### src/rtl/zoom_pkg.sv
// Shared constants and helpers for the zoom pipeline arithmetic blocks.
package zoom_pkg;

  localparam int MULT_LAT = 2;
  localparam int STAT_W   = 16;

  // Tag width needed to name one of n requesters; never narrower than 1 bit.
  function automatic int tag_width(input int n);
    return (n <= 2) ? 1 : $clog2(n);
  endfunction

endpackage

### src/rtl/mult_image_ip.sv
// Registered unsigned multiplier used by the zoom pipeline; one cycle from a/b to p.
module mult_image_ip #(
  parameter int WIDT_A = 9,
  parameter int WIDT_B = 6
) (
  input  logic                     clk,
  input  logic                     rst_n,
  input  logic [WIDT_A-1:0]        a,
  input  logic [WIDT_B-1:0]        b,
  output logic [WIDT_A+WIDT_B-1:0] p
);

  logic [WIDT_A+WIDT_B-1:0] a_ext;
  logic [WIDT_A+WIDT_B-1:0] b_ext;

  assign a_ext = {{WIDT_B{1'b0}}, a};
  assign b_ext = {{WIDT_A{1'b0}}, b};

  always_ff @(posedge clk or negedge rst_n) begin
    if (!rst_n) p <= '0;
    else        p <= a_ext * b_ext;
  end

endmodule

### src/rtl/mult_share_arb.sv
// Round-robin time-sharing of one registered multiplier among NUM_REQ requesters.
// Optional per-requester grant counters are built when MULT_SHARE_STATS_EN is defined.
module mult_share_arb
  import zoom_pkg::*;
#(
  parameter int NUM_REQ = 4,
  parameter int WIDT_A  = 9,
  parameter int WIDT_B  = 6
) (
  input  logic                        CLK,
  input  logic                        RST_N,
  input  logic [NUM_REQ-1:0]          req_valid,
  output logic [NUM_REQ-1:0]          req_ready,
  input  logic [NUM_REQ*WIDT_A-1:0]   req_a,
  input  logic [NUM_REQ*WIDT_B-1:0]   req_b,
  output logic [NUM_REQ-1:0]          rsp_valid,
`ifdef MULT_SHARE_STATS_EN
  input  logic                        stat_clr,
  output logic [NUM_REQ*STAT_W-1:0]   stat_cnt,
`endif
  output logic [WIDT_A+WIDT_B-1:0]    rsp_p
);

  localparam int TAG_W = tag_width(NUM_REQ);

  logic [TAG_W-1:0]  ptr;
  logic [TAG_W-1:0]  cand;
  logic [TAG_W-1:0]  grant_idx;
  logic              grant_any;
  logic [WIDT_A-1:0] a_mux;
  logic [WIDT_B-1:0] b_mux;
  logic [WIDT_A-1:0] s1_a;
  logic [WIDT_B-1:0] s1_b;
  logic              s1_valid;
  logic              s2_valid;
  logic [TAG_W-1:0]  s1_tag;
  logic [TAG_W-1:0]  s2_tag;

  // Cyclic search for the first valid requester at or after ptr.
  always_comb begin
    req_ready = '0;
    grant_any = 1'b0;
    grant_idx = '0;
    cand      = '0;
    for (int off = 0; off < NUM_REQ; off++) begin
      cand = TAG_W'((int'(ptr) + off) % NUM_REQ);
      if (!grant_any && req_valid[cand]) begin
        grant_any = 1'b1;
        grant_idx = cand;
      end
    end
    if (grant_any) req_ready[grant_idx] = 1'b1;
  end

  assign a_mux = req_a[grant_idx*WIDT_A +: WIDT_A];
  assign b_mux = req_b[grant_idx*WIDT_B +: WIDT_B];

  // Operands load only on a handshake so rsp_p holds its last product when idle.
  always_ff @(posedge CLK or negedge RST_N) begin
    if (!RST_N) begin
      ptr      <= '0;
      s1_valid <= 1'b0;
      s2_valid <= 1'b0;
      s1_tag   <= '0;
      s2_tag   <= '0;
      s1_a     <= '0;
      s1_b     <= '0;
    end else begin
      s1_valid <= grant_any;
      s2_valid <= s1_valid;
      s2_tag   <= s1_tag;
      if (grant_any) begin
        s1_tag <= grant_idx;
        s1_a   <= a_mux;
        s1_b   <= b_mux;
        ptr    <= (int'(grant_idx) == NUM_REQ - 1) ? '0 : grant_idx + 1'b1;
      end
    end
  end

  mult_image_ip #(
    .WIDT_A (WIDT_A),
    .WIDT_B (WIDT_B)
  ) u_mult (
    .clk   (CLK),
    .rst_n (RST_N),
    .a     (s1_a),
    .b     (s1_b),
    .p     (rsp_p)
  );

  always_comb begin
    rsp_valid = '0;
    if (s2_valid) rsp_valid[s2_tag] = 1'b1;
  end

`ifdef MULT_SHARE_STATS_EN
  logic [STAT_W-1:0] cnt [NUM_REQ];

  // Saturating grant counters; a clear on the same edge beats an increment.
  always_ff @(posedge CLK or negedge RST_N) begin
    if (!RST_N) begin
      for (int i = 0; i < NUM_REQ; i++) cnt[i] <= '0;
    end else begin
      for (int i = 0; i < NUM_REQ; i++) begin
        if (stat_clr)
          cnt[i] <= '0;
        else if (grant_any && grant_idx == TAG_W'(i) && cnt[i] != '1)
          cnt[i] <= cnt[i] + 1'b1;
      end
    end
  end

  for (genvar i = 0; i < NUM_REQ; i++) begin : g_stat
    assign stat_cnt[i*STAT_W +: STAT_W] = cnt[i];
  end
`endif

endmodule

### config.mk
export PLATFORM = sky130hd
export DESIGN_NAME = mult_share_arb
export DESIGN_NICKNAME = d
export VERILOG_FILES = /design/src/rtl/zoom_pkg.sv /design/src/rtl/mult_image_ip.sv /design/src/rtl/mult_share_arb.sv
export SDC_FILE = /design/constraint.sdc
export NUM_CORES = 1
export LEC_CHECK = 0
export ABC_AREA = 0
export BUFFER_PORTS_ARGS = -buffer_cell sky130_fd_sc_hd__buf_2
export CAP_MARGIN = 40
export CELL_PAD_IN_SITES_DETAIL_PLACEMENT = 1
export CELL_PAD_IN_SITES_GLOBAL_PLACEMENT = 1
export CORE_ASPECT_RATIO = 0.6
export CORE_MARGIN = 2
export CORE_UTILIZATION = 45
export CTS_BUF_LIST = sky130_fd_sc_hd__clkbuf_16
export CTS_CLUSTER_SIZE = 24
export DETAILED_ROUTE_END_ITERATION = 10
export PLACE_DENSITY = 0.95
export SYNTH_ARGS = -nofsm -noshare
export SYNTH_HDL_FRONTEND = slang
export SYNTH_SLANG_ARGS = --single-unit
### constraint.sdc
create_clock -name CLK -period 8.1 [get_ports CLK]
set_input_delay 1.62 -clock CLK [delete_from_list [all_inputs] [get_ports CLK]]
set_output_delay 1.62 -clock CLK [all_outputs]
set_load 0.005 [all_outputs]
==> metrics, run 1 <==
Max FO, Critical Path 19; simple-gate share of the synthesized area 0.199; Fin. Hold Viols 0; post-synth top area share 0.267; share of post-route cells with drive strength above 1 0.265; Residual DRC 0; CTS tree done; Synth area leader dfrtp_1; RSZ-0062 raised after global routing false; sequential fraction of the synthesis area 0.267; Clk pin slew, worst setup/hold paths roughly 0.06 ns; Port Buf Inserts a little under 90; largest net degree at the start of global routing 39; Detailed Route WL a little over 10000 um; post-synthesis mux area share 0.0589; HP Class reg -> reg; Clock Sinks 38; First DRT Iteration DRCs between 150 and 200; area of the multi-input gates between 2000 and 2500 um^2; largest cells by area after synthesis dfrtp_1 (27%), fa_1 (16%), ha_1 (9.5%), and2_1 (8.8%), mux2i_1 (5.9%); Final period util 0.631; async set-reset flop share out of synthesis 1.00; CP Cell Sequence buf_2 -> nor2b_1 -> o21ba_1 -> nor2_4 -> clkinv_4 -> ha_1 -> and2_1 -> buf_2; die height about 73 um; R2R Path Start s1_b[1]; Seq. cell area between 900 and 1000 um^2; relative slew slack 0.343; vias in the first global route roughly 3300; Buf+Inv Stages, Crit Path 3; Reg2Reg Depth 12; CTS resizes 0; core footprint slightly below 8000 um^2; Diodes inserted 0; Period minus WS final 5.11 ns; CP top delay family simple AND/OR/NAND/NOR gates; CP peak stage delay 0.48 ns; kind of critical path in -> out; Vias/cell about 5.3; Max Cap Viol 0; dpl hpwl ~8000 um; Max Slew Vio Count 0; WP data required 6.48 ns; reg-to-reg setup timing slack 3.96 ns; reg-to-reg endpoint u_mult.p[13]; DR vias slightly below 3000; YS warnings 0; Initial Util 0.458; area grow syn2layout 19.0%; total track usage 0.249; placed cell count approximately 550; #FFs+latches synth 38; full die area slightly below 9000 um^2; XOR/XNOR Fraction of Synth Area 0.0172; Fill cells between 900 and 1000; status completed; setup tns final 0 ns; worst hold endpoint s2_valid; Clock Tree Buf Depth 2; Critical Path Sink Type output port; crit path max-delay cell type nor2_4; routability congestion estimate between 0.8 and 0.9; drt pass-1 iters 4; CP startpoint kind input pin; largest family of logic cells by synthesized area adder cells; Peak Freq between 150 and 200 MHz; number of enable flip-flop cells after synthesis 0; dpl cell area 4090 um^2; final net count 567; final std cells w/o fill between 500 and 600; clock insertion delay at the later pin of the skew report ~0.29 ns; total CTS buffers 5; Post-Syn Area per Cell around 10 um^2; first-pass GRT wire length 16600 um; worst clock skew around 0.0039 ns; Top FF cell, synth dfrtp_1; adder-cell share of the synthesized area 0.257; grt ovf 0; # Post-CTS Setup Buffers 0; H-tree depth 2; Rows 25; Slew @ Worst Pin slightly below 1 ns; fin area roughly 4200 um^2; Synth Cell Area approximately 3600 um^2; Synth Area in Compound Gates 0.125; syn nets between 400 and 500; I/O pins 89; initial antenna violation count 0; Wirelength per Cell 18.4 um; HP Start s1_valid; Hold Buf Count CTS 0; Hold Crit Depth 0; Cells after Synth between 300 and 400; Die X roughly 120 um; CP Data Arrival Time roughly 3.5 ns; # setup viols final 0; library cells used by synthesis around 50; remaining antenna violation count after routing 0; root buf cell clkbuf_16; most used cell, CP buf_2
-- layout make-up --
class                   count  share of cell area
clock inverters             3             0.00383
repair buffers             90               0.110
flip-flops and latches     38               0.224
inverters                  49              0.0477
multi-input cells         261               0.553
well taps                 108              0.0318
clock buffers               5              0.0295
-- registers in the layout, indices dropped and copies added, names as in the netlist --
| name | flops |
|---|---|
| ptr | 2 |
| s1_a | 9 |
| s1_b | 6 |
| s1_tag | 2 |
| s1_valid | 1 |
| s2_tag | 2 |
| s2_valid | 1 |
| u_mult.p | 15 |
-- through the flow --
stage	util	hold WS, ns	worst slack (ns)
after floorplan	-	0.331	3.69
after global placement	0.524	0.338	3.14
after detailed placement	0.524	0.347	3.02
after CTS	0.543	0.350	2.99
after global routing	0.545	0.371	2.86
final	0.545	0.349	2.99
-- Yosys cell counts (all sizes together) (6+ instances only) --
cell	count
ha	27
buf	7
a21oi	9
and2	50
o221ai	6
nor2b	6
fa	29
nor3b	11
inv	47
nand2	27
mux2i	21
a211oi	20
dfrtp	38
nor2	21
-- layer usage --
metal  share of wire  up-vias  track usage  routed length [um]
met1            0.43     1475        0.316                4370
met3           0.048       15       0.0445                 492
li1                -     1363            -                   -
met5               0        -            0                   0
met2            0.51      103        0.446                5160
met4           0.017        0       0.0648                 174
-- worst max path at each step --
stage	from	endpoint	slack, ns	cells past startpoint
after floorplan	req_valid[2]	req_ready[3]	3.69	7
after global placement	req_valid[0]	req_ready[1]	3.14	8
after detailed placement	req_valid[0]	req_ready[0]	3.02	8
after CTS	req_valid[0]	req_ready[0]	2.99	8
after global routing	req_valid[0]	req_ready[1]	2.86	8
final	req_valid[0]	req_ready[0]	2.99	8
-- layout by cell type (no fill, tap or decap), types with 3 or more instances in the layout --
| cell type | instances |
|---|---|
| buf_2 | 88 |
| and2_1 | 50 |
| inv_1 | 46 |
| dfrtp_1 | 38 |
| fa_1 | 29 |
| ha_1 | 27 |
| nand2_1 | 26 |
| mux2i_1 | 21 |
| nor2_1 | 20 |
| a211oi_1 | 10 |
| nor3b_1 | 10 |
| a21oi_1 | 9 |
| a211oi_2 | 9 |
| o221ai_1 | 6 |
| xnor2_1 | 5 |
| clkbuf_16 | 5 |
| nor2b_1 | 4 |
| a21o_1 | 3 |
| nand3_1 | 3 |
-- kinds of logic (layout without fill, tap and decap cells) --
group                      count (synthesis)  after routing
and+or+nand+nor                          125            125
buffers and inverters                     57            147
adders and majority gates                 56             56
AOI/OAI and AO/OA                         52             52
DFF                                       38             38
muxes                                     21             21
xor gates and xnor gates                   7              7
Power of run 1 is left out: the tool's default activity adds up to more than one toggle a clock period on the data nets, which glitch-free logic cannot reach.
==> run 2, diff against run 1 <==
CORE_UTILIZATION = 42   (was 45)
PLACE_DENSITY = 0.92   (was 0.95)
clock period = 5.18 ns   (was 8.1 ns; I/O delays follow)
==> run 2 against run 1 <==
Net effect: core utilization is 1.6 points lower; wire length is 1.6% higher; clock skew hardly changed; die area is 6.8% higher; clock-buffer cell count stayed put; non-clock buffer count is 1 higher; register-to-register slack worse by 2.9 ns; final cell count is 0.18% higher; first-iteration DRC count is 39% lower; critical path type is now reg -> reg; critical endpoint is now u_mult.p[13]; highest routed layer unchanged.
==> metrics, run 2 (synthesis results as in run 1) <==
worst hold endpoint s2_valid; Period minus WS final between 4 and 5 ns; Initial Util 0.444; setup tns final 0 ns; initial antenna violation count 0; status completed; Max Slew Vio Count 0; R2R Path Start s1_b[2]; Vias/cell approximately 5.3; Clock Tree Buf Depth 2; Detailed Route WL about 10000 um; vias in the first global route ~3300; drt pass-1 iters 4; Fin. Hold Viols 0; Most flops, register u_mult.p; first-pass GRT wire length about 17000 um; relative slew slack 0.599; HP Start s1_valid; Max FO, Critical Path 10; Die X approximately 120 um; area grow syn2layout 19.3%; dpl hpwl a little over 8000 um; Diodes inserted 0; Largest regs u_mult.p: 15 flops, s1_a: 9 flops, s1_b: 6 flops; placed cell count approximately 550; Hold Buf Count CTS 0; hold slack roughly 0.37 ns; largest net degree at the start of global routing 29; worst clock skew 0.00390 ns; number of flip-flops in the largest register 15; Max Cap Viol 0; Fill cells about 930; total track usage 0.239; H-tree depth 2; WP data required approximately 5.4 ns; total CTS buffers 5; CP startpoint kind flip-flop; area of the multi-input gates around 2300 um^2; final std cells w/o fill ~560; Reg2Reg Depth 12; share of post-route cells with drive strength above 1 0.266; CTS resizes 0; CP Data Arrival Time 4.26 ns; core footprint ~8000 um^2; Clock Sinks 38; Rows 25; Critical Path Sink Type flip-flop; DR vias between 2000 and 3000; Clk pin slew, worst setup/hold paths 0.06 ns; # Post-CTS Setup Buffers 0; Slew @ Worst Pin ~0.60 ns; remaining antenna violation count after routing 0; RSZ-0062 raised after global routing false; CTS tree done; die height 75.4 um; grt ovf 0; clock insertion delay at the later pin of the skew report roughly 0.29 ns; most frequent cells in the layout buf_2 (88), and2_1 (50), inv_1 (46); root buf cell clkbuf_16; reg-to-reg setup timing slack approximately 1.1 ns; # setup viols final 0; commonest non-fill, non-tap cell in the layout buf_2; I/O pins just under 90; kind of critical path reg -> reg; Wirelength per Cell roughly 19 um; routability congestion estimate about 0.85; reg-to-reg endpoint u_mult.p[13]; Seq. cell area ~950 um^2; Hold Crit Depth 0; Final period util 0.789; HP Class reg -> reg; Port Buf Inserts 88; First DRT Iteration DRCs a little over 90; final net count roughly 570; Peak Freq approximately 240 MHz; full die area between 9000 and 10000 um^2; Residual DRC 0
-- run 2: how the worst max path moves through the flow --
| stage | start | endpoint | slack (ns) | cells past startpoint |
|---|---|---|---|---|
| floorplan | s1_b[2] | u_mult.p[13] | 1.60 | 12 |
| detailed placement | s1_b[2] | u_mult.p[13] | 1.14 | 12 |
| CTS | s1_b[2] | u_mult.p[13] | 1.10 | 12 |
| finish | s1_b[2] | u_mult.p[13] | 1.09 | 12 |
| global route | s1_b[1] | u_mult.p[13] | 0.96 | 12 |
| global placement | req_valid[0] | req_ready[1] | 1.30 | 8 |
-- run 2: cell type report --
class                   instances  share of cell area
well taps                     108              0.0318
inverters                      49              0.0476
clock buffers                   5              0.0294
clock inverters                 3             0.00382
multi-input cells             261               0.552
flip-flops and latches         38               0.224
repair buffers                 91               0.112
-- run 2: worst max-delay path: stages, from the launching register on --
cell     delay, ns
dfrtp_1       0.50
and2_1        0.22
fa_1          0.55
inv_1         0.08
fa_1          0.50
fa_1          0.55
inv_1         0.04
ha_1          0.34
nor2b_1       0.17
o31a_1        0.28
nor4b_1       0.43
o21ai_1       0.17
xnor2_1       0.15
-- run 2: routing by layer --
layer	GRT usage	wire, um
met1	0.306	4530
met2	0.428	5180
met3	0.0464	520
met4	0.0556	129
met5	0	0
-- run 2: per-stage QoR --
step	util	worst slack, ns	cell area, um^2
after floorplan	-	1.60	3570
after global placement	0.509	1.30	4090
after detailed placement	0.512	1.14	4110
after CTS	0.529	1.10	4250
after global routing	0.529	0.963	4250
final	0.529	1.09	4250
Power of run 2 is left out for the same reason.
